===== src/rtl/button_debouncer.sv =====
// Two-flop synchroniser plus stability-counter FSM for a mechanical push-button.
// Optional long-press detector is built only when DEBOUNCE_LONG_PRESS_EN is defined.
module button_debouncer #(
    parameter int DEBOUNCE_CYCLES   = 1000000,
    parameter int LONG_PRESS_CYCLES = 50000000,
    parameter int CNT_WIDTH         = 26,
    parameter bit BTN_ACTIVE_LOW    = 1'b0,
    parameter bit RESET_DIR         = 1'b1
) (
    input  logic clk_in,
    input  logic rst_n,
    input  logic btn_raw,
    output logic btn_level,
    output logic btn_press,
    output logic btn_release,
    output logic up_down,
    output logic long_press
);

    typedef enum logic [1:0] {
        S_LOW,
        S_WAIT_HIGH,
        S_HIGH,
        S_WAIT_LOW
    } state_t;

    localparam int CNT_SAT_INT = (DEBOUNCE_CYCLES > LONG_PRESS_CYCLES) ?
                                 DEBOUNCE_CYCLES : LONG_PRESS_CYCLES;
    localparam logic [CNT_WIDTH-1:0] CNT_ONE  = CNT_WIDTH'(1);
    localparam logic [CNT_WIDTH-1:0] CNT_SAT  = CNT_WIDTH'(CNT_SAT_INT);
    localparam logic [CNT_WIDTH-1:0] DEB_LAST = CNT_WIDTH'(DEBOUNCE_CYCLES - 1);
`ifdef DEBOUNCE_LONG_PRESS_EN
    localparam logic [CNT_WIDTH-1:0] LONG_LAST = CNT_WIDTH'(LONG_PRESS_CYCLES - 1);
    localparam logic [CNT_WIDTH-1:0] LONG_DONE = CNT_WIDTH'(LONG_PRESS_CYCLES);
`endif

    state_t               state_q, state_d;
    logic [CNT_WIDTH-1:0] cnt_q, cnt_d;
    logic [CNT_WIDTH-1:0] cnt_inc;
    logic                 s0_q, s0_d;
    logic                 s1_q, s1_d;
    logic                 level_q, level_d;
    logic                 press_q, press_d;
    logic                 release_q, release_d;
    logic                 up_down_q, up_down_d;
`ifdef DEBOUNCE_LONG_PRESS_EN
    logic                 long_q, long_d;
`endif

    always_comb begin
        s0_d      = btn_raw ^ BTN_ACTIVE_LOW;
        s1_d      = s0_q;
        cnt_inc   = (cnt_q == CNT_SAT) ? cnt_q : cnt_q + CNT_ONE;
        state_d   = state_q;
        cnt_d     = cnt_q;
        press_d   = 1'b0;
        release_d = 1'b0;
        up_down_d = up_down_q;
`ifdef DEBOUNCE_LONG_PRESS_EN
        long_d    = 1'b0;
`endif

        unique case (state_q)
            S_LOW: begin
                if (s1_q) begin
                    state_d = S_WAIT_HIGH;
                    cnt_d   = CNT_ONE;
                end else begin
                    cnt_d = '0;
                end
            end
            S_WAIT_HIGH: begin
                if (!s1_q) begin
                    state_d = S_LOW;
                    cnt_d   = '0;
                end else if (cnt_q == DEB_LAST) begin
                    state_d   = S_HIGH;
                    cnt_d     = '0;
                    press_d   = 1'b1;
                    up_down_d = ~up_down_q;
                end else begin
                    cnt_d = cnt_inc;
                end
            end
            S_HIGH: begin
                if (!s1_q) begin
                    state_d = S_WAIT_LOW;
                    cnt_d   = CNT_ONE;
                end else begin
`ifdef DEBOUNCE_LONG_PRESS_EN
                    // Parking the count one past the trigger value yields a single pulse per hold.
                    if (cnt_q == LONG_LAST) begin
                        long_d = 1'b1;
                        cnt_d  = LONG_DONE;
                    end else if (cnt_q < LONG_LAST) begin
                        cnt_d = cnt_inc;
                    end
`else
                    cnt_d = '0;
`endif
                end
            end
            S_WAIT_LOW: begin
                if (s1_q) begin
                    state_d = S_HIGH;
                    cnt_d   = '0;
                end else if (cnt_q == DEB_LAST) begin
                    state_d   = S_LOW;
                    cnt_d     = '0;
                    release_d = 1'b1;
                end else begin
                    cnt_d = cnt_inc;
                end
            end
            default: begin
                state_d = S_LOW;
                cnt_d   = '0;
            end
        endcase

        level_d = (state_d == S_HIGH) || (state_d == S_WAIT_LOW);
    end

    always_ff @(posedge clk_in) begin
        if (!rst_n) begin
            s0_q      <= 1'b0;
            s1_q      <= 1'b0;
            state_q   <= S_LOW;
            cnt_q     <= '0;
            level_q   <= 1'b0;
            press_q   <= 1'b0;
            release_q <= 1'b0;
            up_down_q <= RESET_DIR;
`ifdef DEBOUNCE_LONG_PRESS_EN
            long_q    <= 1'b0;
`endif
        end else begin
            s0_q      <= s0_d;
            s1_q      <= s1_d;
            state_q   <= state_d;
            cnt_q     <= cnt_d;
            level_q   <= level_d;
            press_q   <= press_d;
            release_q <= release_d;
            up_down_q <= up_down_d;
`ifdef DEBOUNCE_LONG_PRESS_EN
            long_q    <= long_d;
`endif
        end
    end

    assign btn_level   = level_q;
    assign btn_press   = press_q;
    assign btn_release = release_q;
    assign up_down     = up_down_q;
`ifdef DEBOUNCE_LONG_PRESS_EN
    assign long_press  = long_q;
`else
    assign long_press  = 1'b0;
`endif

endmodule

===== config.mk =====
export PLATFORM = sky130hd
export DESIGN_NAME = button_debouncer
export DESIGN_NICKNAME = d
export VERILOG_FILES = /design/src/rtl/button_debouncer.sv
export SDC_FILE = /design/constraint.sdc
export NUM_CORES = 1
export LEC_CHECK = 0
export BUFFER_PORTS_ARGS = -buffer_cell sky130_fd_sc_hd__buf_2
export CAP_MARGIN = 25
export CORE_UTILIZATION = 54
export CTS_BUF_LIST = sky130_fd_sc_hd__clkbuf_16
export DETAILED_ROUTE_END_ITERATION = 10
export PLACE_DENSITY = 0.73
export SLEW_MARGIN = 20
export SYNTH_ARGS = -nofsm -noshare
export SYNTH_HDL_FRONTEND = slang
export SYNTH_SLANG_ARGS = --single-unit

===== constraint.sdc =====
create_clock -name clk_in -period 1.8 [get_ports clk_in]
set_input_delay 0.09 -clock clk_in [delete_from_list [all_inputs] [get_ports clk_in]]
set_output_delay 0.09 -clock clk_in [all_outputs]
set_load 0.03 [all_outputs]

==> reports/qor.yml <==
hold_viol: 0
syn_area_sq_um: 1740
wl_um: 4390
reg2reg_depth: 6
period_minus_slack_ps: 1820
vias: 1631
criticalPathCategory: "reg -> reg"
area_growth_pct: 26.4
rows: 20
regToRegSetupSlack_ps: -20
reg2reg_to: "cnt_q[1]"
synth_most_common_cell: "dfxtp_1"
drive_gt1_share_pct: 30.8
dr.pass1.iters: 4
drc: 0
max_freq_ghz: 0.550
synth_warnings: 0
dr.first_iter.drc_count: 77
synth_seq_cells: 34
synth_top_area_cell: "dfxtp_1"
core_area_sq_um: 3050
violations: "negative setup slack"
ant_nets: 0
cts_hold_buf: 0
final.setup.worst_slack_ps: -18.0
vias_per_cell: 6.09
post-route-period-util_pct: 101
cts_tree: "built"
end_kind: "flop"
multi_input_area_sq_um: 1040
worst_setup_path_start_kind: "flop"
synth_fp_nets: 198
rsz0062_at_grt: "true"
hpwl_um: 2740
crit_start: "cnt_q[1]"
grt_max_degree: 26
place_area_sq_um: 1900
synth_edf_count: 0
grt_pass1_vias: 1506
cap_violations: 0
synth_top_cell_area_share_pct: 39.0
wl_per_cell_um: 16.4
ys_types: 46
fin_area_sq_um: 2200
syn_inst: 193
cts.sinks: 34
clock_path_buffers: 2
p_leak_nw: 0.798
antenna_found_initial: 0
timing.rr.start: "cnt_q[1]"
seq_area_frac_synth_pct: 39.0
synth_flop_cell: "dfxtp_1"
status: "finished with violations"
cts-htree-levels: 2
grt_pass1_wl_um: 6610
die_area_sq_um: 3460
numCtsBuffers: 5
dieHeight_um: 58.8
clkLatencyLatePin_ps: 280
critical_path_peak_fanout: 5
clk_pin_slew_ps: 50
netlist_top_cells_count: "dfxtp_1 (34), a21oi_1 (14), nand3_1 (11)"
avgSynthCellArea_sq_um: 9.04
grt_usage_pct: 25.3
die-width_um: 58.8
ioPinCount: 8
port-buffer-count: 6
finalSetupViolCount: 3
power_w: 0.00157
fin_nets: 228
drv_slew: 0
initial_core_util_pct: 57.1
fillers: 230
regArea_sq_um: 694
critPathCapture: "cnt_q[1]"
required_ps: 2010
synth.area.top_cells: "dfxtp_1 (39%), o31ai_1 (4.3%), a21oi_1 (4.0%), or4_1 (3.9%), xor2_1 (3.5%)"
p_per_area_nw_per_um2: 711
async_flop_share_pct: 0
place.gp.congestion: 0.850
arrival_ps: 2030
insertedDiodeCount: 0
ir_drop_mv: 0.654
hp-class: "in -> reg"
finClkSkew_ps: 3.72
clock-root-buffer: "clkbuf_16"
overflow: 0
[sequential cells by signal (all words and copies together) (netlist names)]
register,count
btn_level,1
btn_press,1
btn_release,1
cnt_q,26
s0_q,1
s1_q,1
state_q,2
up_down,1
[power breakdown]
| group | switching, W | leakage (nW) | internal (W) |
|---|---|---|---|
| combinational | 0.0000112 | 0.448 | 0.00000832 |
| clock | 0.000293 | 0.0724 | 0.000499 |
| sequential | 0.00000265 | 0.278 | 0.000753 |
[critical path: stages, from the launching register on]
cell and delay [ps]:
dfxtp_4 360, inv_2 80, ha_4 140, nor4b_4 190, nand4_1 250, or4_4 600, a21oi_2 140
[worst min path at each step]
stage                  from  endpoint  slack [ps]  cells past startpoint
finish              btn_raw      s0_q          20                      2
global route        btn_raw      s0_q          20                      2
CTS                 btn_raw      s0_q          20                      2
detailed placement  btn_raw      s0_q         300                      2
global placement    btn_raw      s0_q         300                      2
floorplan           btn_raw      s0_q         220                      1
[cell usage in the layout, fill, tap and decap left out, types with 2 or more instances in the layout]
master / Yosys / routed
o21ai_0: 5 / 5
nor4bb_1: 2 / 2
nand4_1: 6 / 6
buf_2: 4 / 6
nor4_1: 5 / 3
nand2_4: 2 / 2
nand2_1: 8 / 8
inv_1: 8 / 7
nor3_1: 4 / 3
xor2_1: 7 / 7
o31ai_1: 10 / 10
and2_1: 2 / 2
and3_1: 6 / 4
nand3_1: 11 / 11
or3_1: 3 / 3
nor4_2: 1 / 3
o21a_1: 3 / 3
dfxtp_1: 34 / 29
buf_4: 2 / 25
nor2_1: 10 / 10
dfxtp_4: 0 / 3
a21oi_1: 14 / 13
and4_1: 5 / 3
nor2b_1: 3 / 3
dfxtp_2: 0 / 2
xnor2_1: 3 / 3
clkbuf_16: 0 / 5
nand2b_1: 2 / 2
ha_4: 0 / 2
or4_1: 9 / 8
[logic make-up after synthesis]
| kind of cell | count (synthesis) | share of synthesized area (%) |
|---|---|---|
| AO/OA/AOI/OAI | 37 | 13.9 |
| XOR/XNOR | 10 | 5.02 |
| adder cells (fa/ha/maj) | 2 | 1.43 |
| buffers and inverters | 18 | 5.88 |
| flip-flops | 34 | 39.0 |
| multiplexers | 1 | 0.646 |
| other | 1 | 0.215 |
| AND/OR/NAND/NOR | 90 | 33.9 |
[repair_timing]
item                                    in CTS  in global routing
pin swaps                                    1                 10
gates resized for setup                      4                 25
setup buffers                                0                  9
endpoints found under the setup margin       5                 14
[layout make-up]
cell class,instances,share of cell area [%]
clock buffers,5,5.68
clock inverters,3,0.568
inverters,8,1.48
multi-input cells,141,47.0
flip-flops and latches,34,31.5
well taps,44,2.50
repair buffers,33,11.3
[metrics by stage]
step / hold WS, ps / setup WS [ps] / util, % / instances / TNS, ps
detailed placement: 304 / -46.6 / 62.4 / 251 / -87.7
CTS: 16.9 / 30.8 / 67.4 / 259 / 0
floorplan: 217 / 55.6 / - / 193 / 0
finish: 16.4 / -18.0 / 72.2 / 268 / -26.2
global placement: 300 / 31.7 / 62.4 / 251 / 0
global route: 21.2 / -98.1 / 72.2 / 268 / -886
[per-layer routing]
layer,GRT usage [%],up-vias,share of wire [%]
met5,0,-,0
met4,13.9,0,2.4
met3,7.69,15,6.1
met2,41.1,72,50
met1,29.8,763,42
li1,-,781,-
Power figures use the tool's default switching activity.
